===== config.mk =====
export PLATFORM = sky130hd
export DESIGN_NAME = ex_ma_stage_flat
export DESIGN_NICKNAME = d
export VERILOG_FILES = /design/src/rtl/ex_ma_stage_if.sv /design/src/rtl/ex_ma_stage.sv /design/src/flat_wrapper.sv
export SDC_FILE = /design/constraint.sdc
export NUM_CORES = 1
export LEC_CHECK = 0
export ABC_AREA = 1
export BUFFER_PORTS_ARGS = -buffer_cell sky130_fd_sc_hd__buf_2
export CAP_MARGIN = 20
export CORE_MARGIN = 2
export CORE_UTILIZATION = 47
export CTS_BUF_LIST = sky130_fd_sc_hd__clkbuf_16
export DETAILED_ROUTE_END_ITERATION = 7
export GPL_TIMING_DRIVEN = 0
export PLACE_DENSITY_LB_ADDON = 0.25
export SYNTH_ARGS = -nofsm -noshare
export SYNTH_HDL_FRONTEND = slang
export SYNTH_SLANG_ARGS = --single-unit
export TNS_END_PERCENT = 50

===== constraint.sdc =====
create_clock -name clkIn -period 1.8 [get_ports clkIn]
set_clock_uncertainty 0.1 [all_clocks]
set_input_delay 0.18 -clock clkIn [delete_from_list [all_inputs] [get_ports clkIn]]
set_output_delay 0.18 -clock clkIn [all_outputs]
set_load 0.02 [all_outputs]

===== src/rtl/ex_ma_stage_if.sv =====
// ex_ma_stage_if: EX->MA stage boundary bundle.
//   master modport: the EX side (drives the *In signals, observes the *Out signals).
//   slave  modport: the EX->MA pipeline register itself.
//   Inputs : stallIn, flushIn, validIn, resultIn, lessIn, zeroIn, storeDataIn, rdIn,
//            regWriteIn, memReadIn, memWriteIn, branchTypeIn, branchTargetIn
//   Outputs: validOut, resultOut, lessOut, zeroOut, storeDataOut, rdOut, regWriteOut,
//            memReadOut, memWriteOut, branchTakenOut, branchTargetOut, fwdValidOut,
//            flushCountOut
interface ex_ma_stage_if #(
    parameter int DATA_W = 32,
    parameter int REG_AW = 5,
    parameter int CNT_W  = 16
);
    logic              stallIn;
    logic              flushIn;
    logic              validIn;
    logic [DATA_W-1:0] resultIn;
    logic              lessIn;
    logic              zeroIn;
    logic [DATA_W-1:0] storeDataIn;
    logic [REG_AW-1:0] rdIn;
    logic              regWriteIn;
    logic              memReadIn;
    logic              memWriteIn;
    logic [1:0]        branchTypeIn;
    logic [DATA_W-1:0] branchTargetIn;

    logic              validOut;
    logic [DATA_W-1:0] resultOut;
    logic              lessOut;
    logic              zeroOut;
    logic [DATA_W-1:0] storeDataOut;
    logic [REG_AW-1:0] rdOut;
    logic              regWriteOut;
    logic              memReadOut;
    logic              memWriteOut;
    logic              branchTakenOut;
    logic [DATA_W-1:0] branchTargetOut;
    logic              fwdValidOut;
    logic [CNT_W-1:0]  flushCountOut;

    modport master (
        output stallIn, flushIn, validIn, resultIn, lessIn, zeroIn, storeDataIn, rdIn,
               regWriteIn, memReadIn, memWriteIn, branchTypeIn, branchTargetIn,
        input  validOut, resultOut, lessOut, zeroOut, storeDataOut, rdOut, regWriteOut,
               memReadOut, memWriteOut, branchTakenOut, branchTargetOut, fwdValidOut,
               flushCountOut
    );

    modport slave (
        input  stallIn, flushIn, validIn, resultIn, lessIn, zeroIn, storeDataIn, rdIn,
               regWriteIn, memReadIn, memWriteIn, branchTypeIn, branchTargetIn,
        output validOut, resultOut, lessOut, zeroOut, storeDataOut, rdOut, regWriteOut,
               memReadOut, memWriteOut, branchTakenOut, branchTargetOut, fwdValidOut,
               flushCountOut
    );
endinterface


===== src/rtl/ex_ma_stage.sv =====
// ex_ma_stage: EX->MA pipeline register.
//   Latches ALU result/flags and EX control for the memory-access stage, resolves
//   conditional branches from the ALU flags into a one-cycle redirect pulse, exposes
//   a forwarding tap back to EX and counts flush cycles (saturating).
// Ports:
//   clkIn  - clock, rising edge
//   rstNIn - asynchronous active-low reset, clears every register
//   bus    - ex_ma_stage_if.slave, all stage inputs and outputs
//
// Flow control: validIn qualifies the EX instruction; there is no ready signal.
// stallIn is the back-pressure: while it is high the stage holds its contents and
// the EX instruction is not taken. flushIn overrides both and inserts a bubble.
// validOut qualifies everything on the MA side.
module ex_ma_stage #(
    parameter int DATA_W = 32,
    parameter int REG_AW = 5,
    parameter int CNT_W  = 16
) (
    input logic           clkIn,
    input logic           rstNIn,
    ex_ma_stage_if.slave  bus
);
    logic              valid_q,     valid_d;
    logic [DATA_W-1:0] result_q,    result_d;
    logic              less_q,      less_d;
    logic              zero_q,      zero_d;
    logic [DATA_W-1:0] store_q,     store_d;
    logic [REG_AW-1:0] rd_q,        rd_d;
    logic              reg_write_q, reg_write_d;
    logic              mem_read_q,  mem_read_d;
    logic              mem_write_q, mem_write_d;
    logic              taken_q,     taken_d;
    logic [DATA_W-1:0] target_q,    target_d;
    logic [CNT_W-1:0]  flush_cnt_q, flush_cnt_d;

    logic branch_taken;

    // Branch resolution on the incoming ALU flags.
    always_comb begin
        branch_taken = 1'b0;
        case (bus.branchTypeIn)
            2'b01:   branch_taken = bus.zeroIn;   // beq
            2'b10:   branch_taken = ~bus.zeroIn;  // bne
            2'b11:   branch_taken = bus.lessIn;   // blt
            default: branch_taken = 1'b0;
        endcase
        branch_taken = branch_taken & bus.validIn;
    end

    always_comb begin
        // Default: hold. The redirect pulse is cleared on every edge that is not a capture.
        valid_d     = valid_q;
        result_d    = result_q;
        less_d      = less_q;
        zero_d      = zero_q;
        store_d     = store_q;
        rd_d        = rd_q;
        reg_write_d = reg_write_q;
        mem_read_d  = mem_read_q;
        mem_write_d = mem_write_q;
        taken_d     = 1'b0;
        target_d    = target_q;

        if (bus.flushIn) begin
            valid_d     = 1'b0;
            result_d    = '0;
            less_d      = 1'b0;
            zero_d      = 1'b0;
            store_d     = '0;
            rd_d        = '0;
            reg_write_d = 1'b0;
            mem_read_d  = 1'b0;
            mem_write_d = 1'b0;
            target_d    = '0;
        end else if (!bus.stallIn) begin
            valid_d     = bus.validIn;
            result_d    = bus.resultIn;
            less_d      = bus.lessIn;
            zero_d      = bus.zeroIn;
            store_d     = bus.storeDataIn;
            rd_d        = bus.rdIn;
            // x0 is never written, so it is never a forwarding source either.
            reg_write_d = bus.regWriteIn & bus.validIn & (bus.rdIn != '0);
            mem_read_d  = bus.memReadIn & bus.validIn;
            mem_write_d = bus.memWriteIn & bus.validIn;
            taken_d     = branch_taken;
            target_d    = bus.branchTargetIn;
        end

        // Counts flush edges even while stalled; sticks at all-ones.
        flush_cnt_d = flush_cnt_q;
        if (bus.flushIn && (flush_cnt_q != {CNT_W{1'b1}})) begin
            flush_cnt_d = flush_cnt_q + CNT_W'(1);
        end
    end

    always_ff @(posedge clkIn or negedge rstNIn) begin
        if (!rstNIn) begin
            valid_q     <= 1'b0;
            result_q    <= '0;
            less_q      <= 1'b0;
            zero_q      <= 1'b0;
            store_q     <= '0;
            rd_q        <= '0;
            reg_write_q <= 1'b0;
            mem_read_q  <= 1'b0;
            mem_write_q <= 1'b0;
            taken_q     <= 1'b0;
            target_q    <= '0;
            flush_cnt_q <= '0;
        end else begin
            valid_q     <= valid_d;
            result_q    <= result_d;
            less_q      <= less_d;
            zero_q      <= zero_d;
            store_q     <= store_d;
            rd_q        <= rd_d;
            reg_write_q <= reg_write_d;
            mem_read_q  <= mem_read_d;
            mem_write_q <= mem_write_d;
            taken_q     <= taken_d;
            target_q    <= target_d;
            flush_cnt_q <= flush_cnt_d;
        end
    end

    assign bus.validOut        = valid_q;
    assign bus.resultOut       = result_q;
    assign bus.lessOut         = less_q;
    assign bus.zeroOut         = zero_q;
    assign bus.storeDataOut    = store_q;
    assign bus.rdOut           = rd_q;
    assign bus.regWriteOut     = reg_write_q;
    assign bus.memReadOut      = mem_read_q;
    assign bus.memWriteOut     = mem_write_q;
    assign bus.branchTakenOut  = taken_q;
    assign bus.branchTargetOut = target_q;
    // Load data only exists after MA, so loads are not forwardable from here.
    assign bus.fwdValidOut     = valid_q & reg_write_q & ~mem_read_q;
    assign bus.flushCountOut   = flush_cnt_q;
endmodule

===== src/flat_wrapper.sv =====
// flat-port wrapper written by rule: the top's interface ports become plain ports
module ex_ma_stage_flat 
#(
    parameter int DATA_W = 32,
    parameter int REG_AW = 5,
    parameter int CNT_W  = 16
)
  (clkIn, rstNIn, bus_stallIn, bus_flushIn, bus_validIn, bus_resultIn, bus_lessIn, bus_zeroIn, bus_storeDataIn, bus_rdIn, bus_regWriteIn, bus_memReadIn, bus_memWriteIn, bus_branchTypeIn, bus_branchTargetIn, bus_validOut, bus_resultOut, bus_lessOut, bus_zeroOut, bus_storeDataOut, bus_rdOut, bus_regWriteOut, bus_memReadOut, bus_memWriteOut, bus_branchTakenOut, bus_branchTargetOut, bus_fwdValidOut, bus_flushCountOut);
  ex_ma_stage_if #(.DATA_W(DATA_W), .REG_AW(REG_AW), .CNT_W(CNT_W)) bus_i ();
  input logic clkIn;
  input logic rstNIn;
  input wire logic [$bits(bus_i.stallIn)-1:0] bus_stallIn;
  input wire logic [$bits(bus_i.flushIn)-1:0] bus_flushIn;
  input wire logic [$bits(bus_i.validIn)-1:0] bus_validIn;
  input wire logic [$bits(bus_i.resultIn)-1:0] bus_resultIn;
  input wire logic [$bits(bus_i.lessIn)-1:0] bus_lessIn;
  input wire logic [$bits(bus_i.zeroIn)-1:0] bus_zeroIn;
  input wire logic [$bits(bus_i.storeDataIn)-1:0] bus_storeDataIn;
  input wire logic [$bits(bus_i.rdIn)-1:0] bus_rdIn;
  input wire logic [$bits(bus_i.regWriteIn)-1:0] bus_regWriteIn;
  input wire logic [$bits(bus_i.memReadIn)-1:0] bus_memReadIn;
  input wire logic [$bits(bus_i.memWriteIn)-1:0] bus_memWriteIn;
  input wire logic [$bits(bus_i.branchTypeIn)-1:0] bus_branchTypeIn;
  input wire logic [$bits(bus_i.branchTargetIn)-1:0] bus_branchTargetIn;
  output wire logic [$bits(bus_i.validOut)-1:0] bus_validOut;
  output wire logic [$bits(bus_i.resultOut)-1:0] bus_resultOut;
  output wire logic [$bits(bus_i.lessOut)-1:0] bus_lessOut;
  output wire logic [$bits(bus_i.zeroOut)-1:0] bus_zeroOut;
  output wire logic [$bits(bus_i.storeDataOut)-1:0] bus_storeDataOut;
  output wire logic [$bits(bus_i.rdOut)-1:0] bus_rdOut;
  output wire logic [$bits(bus_i.regWriteOut)-1:0] bus_regWriteOut;
  output wire logic [$bits(bus_i.memReadOut)-1:0] bus_memReadOut;
  output wire logic [$bits(bus_i.memWriteOut)-1:0] bus_memWriteOut;
  output wire logic [$bits(bus_i.branchTakenOut)-1:0] bus_branchTakenOut;
  output wire logic [$bits(bus_i.branchTargetOut)-1:0] bus_branchTargetOut;
  output wire logic [$bits(bus_i.fwdValidOut)-1:0] bus_fwdValidOut;
  output wire logic [$bits(bus_i.flushCountOut)-1:0] bus_flushCountOut;
  assign bus_i.stallIn = bus_stallIn;
  assign bus_i.flushIn = bus_flushIn;
  assign bus_i.validIn = bus_validIn;
  assign bus_i.resultIn = bus_resultIn;
  assign bus_i.lessIn = bus_lessIn;
  assign bus_i.zeroIn = bus_zeroIn;
  assign bus_i.storeDataIn = bus_storeDataIn;
  assign bus_i.rdIn = bus_rdIn;
  assign bus_i.regWriteIn = bus_regWriteIn;
  assign bus_i.memReadIn = bus_memReadIn;
  assign bus_i.memWriteIn = bus_memWriteIn;
  assign bus_i.branchTypeIn = bus_branchTypeIn;
  assign bus_i.branchTargetIn = bus_branchTargetIn;
  assign bus_validOut = bus_i.validOut;
  assign bus_resultOut = bus_i.resultOut;
  assign bus_lessOut = bus_i.lessOut;
  assign bus_zeroOut = bus_i.zeroOut;
  assign bus_storeDataOut = bus_i.storeDataOut;
  assign bus_rdOut = bus_i.rdOut;
  assign bus_regWriteOut = bus_i.regWriteOut;
  assign bus_memReadOut = bus_i.memReadOut;
  assign bus_memWriteOut = bus_i.memWriteOut;
  assign bus_branchTakenOut = bus_i.branchTakenOut;
  assign bus_branchTargetOut = bus_i.branchTargetOut;
  assign bus_fwdValidOut = bus_i.fwdValidOut;
  assign bus_flushCountOut = bus_i.flushCountOut;
  ex_ma_stage #(.DATA_W(DATA_W), .REG_AW(REG_AW), .CNT_W(CNT_W)) u_core (.clkIn(clkIn), .rstNIn(rstNIn), .bus(bus_i));
endmodule

After elaboration in Yosys (flattened, before gate mapping):

Cells that the tools add are included.

* bits of input ports: 113
* bits in registers: 124
* word-level logic and storage cells: 52
* output and inout port bits: 125

* reductions and logical operators: 2
* add/sub/neg operators: 1
* muxes and demuxes: 23
* eq/ne operators: 5
* bitwise operators: 9

Operator list (count)
* 2-to-1 mux 32 bit: 6
* adder 16 x 1 -> 16 bit, second input constant: 1
* != test 16 bit, second input constant: 1
* 2-to-1 mux 1 bit: 14
* 2-to-1 mux 5 bit: 2
* AND 1 bit: 7
* nonzero test 5 bit: 1
* == test 2 bit, second input constant: 2
* one-hot mux 1 bit (3 select lines): 1
* == test 2 x 1 -> 1 bit, second input constant: 1
* != test 2 x 1 -> 1 bit, second input constant: 1
* NOT 1 bit: 2
* logical AND 1 bit: 1

Logic depth before layout (Yosys ltp):

* depth in word-level cells: 5
* gate-level depth with buffers: 8
* mapped depth without buffers: 8

Worst setup path after synthesis:

OpenSTA, ideal clock, no wires.

* path type: flip-flop to flip-flop
* from: register u_core.flush_cnt_q[0], in the netlist u_core.bus.flushCountOut[0]
* to: register u_core.flush_cnt_q[10], in the netlist u_core.bus.flushCountOut[10]
* setup slack: 122 ps
* required time: 1572 ps
* clock period less this slack: 1678 ps
* stages on the path, launching flop included: 9
* arrival time: 1450 ps
* library setup time: 128 ps
* path buffers: 0
* path through: dfrtp_1 > ha_1 > inv_1 > nor2_4 > nand2_2 > nor2_4 > nor2_2 > nand2_1 > o21ai_1

* cells in the longest elaborated chain, start to end: 2
* elaborated cells on any way between the ends: 3
* those cells by class: add/sub (1); eq/ne (1); reduce/logical (1)

RTL lines
* start, declared: RTL line ex_ma_stage.sv:34 `logic [CNT_W-1:0] flush_cnt_q, flush_cnt_d;`
* start signal, assigned: RTL line ex_ma_stage.sv:123 `flush_cnt_q <= flush_cnt_d;`
* branches (longest 2 deep; another with adder 16 x 1 -> 16 bit)

Several ways; the timed one is not identified.
A chain may end at the register's enable or synchronous reset.

Worst setup path in the final report:

* from: register u_core.flush_cnt_q[0], in the netlist u_core.bus.flushCountOut[0]
* to: register u_core.flush_cnt_q[9], in the netlist u_core.bus.flushCountOut[9]

Same word-level chain as after synthesis.

==> results.md <==
* GRT Resource Usage Total at 0.295
* Worst Hold Class: input port to flip-flop
* Pins Over Slew Limit at 0
* Most common library cell in the layout ignoring fill and taps: nand2_1
* Antenna Nets Post-Route at 0
* GP Congestion at 0.860
* DRT Pass-1 Iters at 5
* #FFs+latches synth at 124
* Hpwl dp at 10,800 um
* Synthesized area at 5270 um2
* Iter 0 DRT Violations at 403
* Antenna cells at 0
* CTS buffer count at 17
* Yosys Warn Count at 0
* Synth Instances at 611
* RSZ-0062 raised after global routing: no
* Input/output buffers at 236
* Layout area overhead at 57.8%
* Die X at 110 um
* Core area at 10,900 um2
* Syn_area_per_cell at 8.62 um2
* DRC viols at 0
* Clock root buffer: clkbuf_16
* Initial Util at 0.484
* Outcome: complete, no violations
* Clock sinks at 124
* Fin crit share at 0.926
* Power density cells at 887 nW/um2
* Nets at 1,094
* Setup TNS at 0 ns
* CP startpoint kind: flip-flop
* Clk buf depth at 2
* Share of post-route cells with drive strength above 1 at 0.306
* F_max at 0.600 GHz
* IO Pins at 238
* Fin. Hold Viols at 0
* CP Class: flip-flop to flip-flop
* Largest net degree at the start of global routing at 75
* CP Data Required Time at 2.03 ns
* Synth cell types at 23
* Initial antenna violation count at 0
* Commonest cells after routing, fill and taps aside: nand2_1 (258), buf_2 (252), dfrtp_1 (122), nand3_1 (115), dlygate4sd3_1 (113)
* GRT overflow at 0
* Slew @ Worst Pin at 0.525 ns
* Sequential element share of the synthesized area at 0.589
* Worst IR Drop VDD at 0.525 mV
* Total number of vias at 5,728
* Vias per cell at 5.06
* Worst slew margin at 0.650
* R2R setup slack at 0.13 ns
* Die area at 12,100 um2
* CTS clk-pin slew, worst paths at 0.05 ns
* Crit-path max FO at 9
* Maxcap violations at 0
* Synth Net Count at 725
* DR WL/cell at 15.4 um
* Clk Latency, worst-skew pair at 0.40 ns
* Leak at 4.68 nW
* Cell row count at 38
* CTS tree: yes
* Critical path endpoint category: flip-flop
* H-Tree Depth at 4
* First-pass GRT wire length at 27,300 um
* WHS at 0.113 ns
* Critical path arrival at 1.89 ns
* Vias in the first global route at 5,860
* Fin crit period at 1.67 ns
* Die Y at 110 um
* # setup viols final at 0
* DRT Wirelength at 17,500 um
## cell usage after synthesis
cell type | count | area [um2]
nand2_1 | 258 | 968
dfrtp_1 | 124 | 3100
nand3_1 | 115 | 576
inv_1 | 20 | 75.1
buf_2 | 17 | 85.1
nor2_1 | 12 | 45.0
clkbuf_1 | 11 | 41.3
o21ai_1 | 9 | 45.0
nand4_1 | 7 | 43.8
buf_1 | 5 | 18.8
nand2_2 | 5 | 31.3
nor2_4 | 5 | 56.3
nand3b_1 | 4 | 30.0
nor2_2 | 4 | 25.0
xnor2_1 | 4 | 35.0
inv_2 | 2 | 7.51
nor3_1 | 2 | 10.0
o21ai_0 | 2 | 10.0
a311oi_1 | 1 | 8.76
buf_4 | 1 | 7.51
ha_1 | 1 | 12.5
nand4_4 | 1 | 21.3
xor2_1 | 1 | 8.76
## metrics by stage
stage	setup WS (ns)	cell area, um2	util	power [mW]	instances
CTS	0.0294	8300	0.762	7.38	1133
floorplan	0.122	5270	-	3.74	611
detailed placement	0.0792	6660	0.611	4.26	988
global placement	-1.06	6620	0.608	4.22	987
global route	0.0151	8310	0.763	7.70	1133
finish	0.133	8310	0.763	7.37	1133
## worst paths after layout
path,from,end,cells past startpoint
max reg2reg,u_core.bus.flushCountOut[0]$_DFFE_PN0P_,u_core.bus.flushCountOut[9]$_DFFE_PN0P_,8
min in group asynchronous,rstNIn,u_core.bus.branchTargetOut[14]$_DFFE_PN0P_,2
min reg2reg,u_core.bus.resultOut[11]$_DFFE_PN0P_,u_core.bus.resultOut[11]$_DFFE_PN0P_,2
min,bus_flushIn,u_core.bus.flushCountOut[4]$_DFFE_PN0P_,4
max,u_core.bus.flushCountOut[0]$_DFFE_PN0P_,u_core.bus.flushCountOut[9]$_DFFE_PN0P_,8
max in group asynchronous,rstNIn,u_core.bus.branchTargetOut[21]$_DFFE_PN0P_,3
## worst max-delay path, cell delays in order (launching register included)
cell	delay, ns
dfrtp_2	0.44
ha_2	0.23
inv_1	0.10
nor2_4	0.06
nand2_2	0.12
nor2_4	0.05
nor2_2	0.31
nand2_1	0.10
o21ai_1	0.08
## final cells by class
type / count / area [um2]
Clock buffer: 17 / 425
Timing Repair Buffer: 350 / 2350
Clock inverter: 15 / 86.3
Fill cell: 727 / 2580
Multi-Input combinational cell: 431 / 1930
Buffer: 34 / 153
Sequential cell: 124 / 3110
Tap cell: 140 / 175
Inverter: 22 / 82.6
## metal layers
| layer | share of wire | up-vias | track usage |
|---|---|---|---|
| met1 | 0.39 | 2666 | 0.345 |
| met4 | 0.036 | 0 | 0.151 |
| met2 | 0.50 | 307 | 0.498 |
| met5 | 0 | - | 0 |
| li1 | - | 2695 | - |
| met3 | 0.074 | 60 | 0.0753 |
## cell families (layout without fill, tap and decap cells)
kind of cell / after synthesis / after routing / share of synthesized area
AND/OR/NAND/NOR: 413 / 413 / 0.343
buffers and inverters: 56 / 438 / 0.0447
adder cells (fa/ha/maj): 1 / 1 / 0.00238
XOR/XNOR: 5 / 5 / 0.00832
flip-flops: 124 / 124 / 0.589
AO/OA/AOI/OAI: 12 / 12 / 0.0121
## what timing repair did
action	in CTS	in global routing
setup buffers	0	0
setup endpoints to repair	0	11
endpoints found under the hold margin	158	0
gates resized for setup	0	4
hold buffers	113	0
## state kept, by name, summed over array words and instances (netlist names)
register                    cells
u_core.bus.regWriteOut          1
u_core.bus.memReadOut           1
u_core.bus.rdOut                5
u_core.bus.resultOut           32
u_core.bus.flushCountOut       16
u_core.bus.storeDataOut        32
u_core.bus.zeroOut              1
u_core.bus.memWriteOut          1
u_core.bus.lessOut              1
u_core.bus.branchTargetOut     32
u_core.bus.branchTakenOut       1
u_core.bus.validOut             1
## power breakdown
part           internal [mW]  total (mW)  switching [mW]
sequential              2.98        3.14           0.163
clock                   1.72        2.93            1.20
combinational          0.528        1.30           0.769
total                   5.23        7.37            2.13
Note: power is estimated with default switching activity, not from simulation.
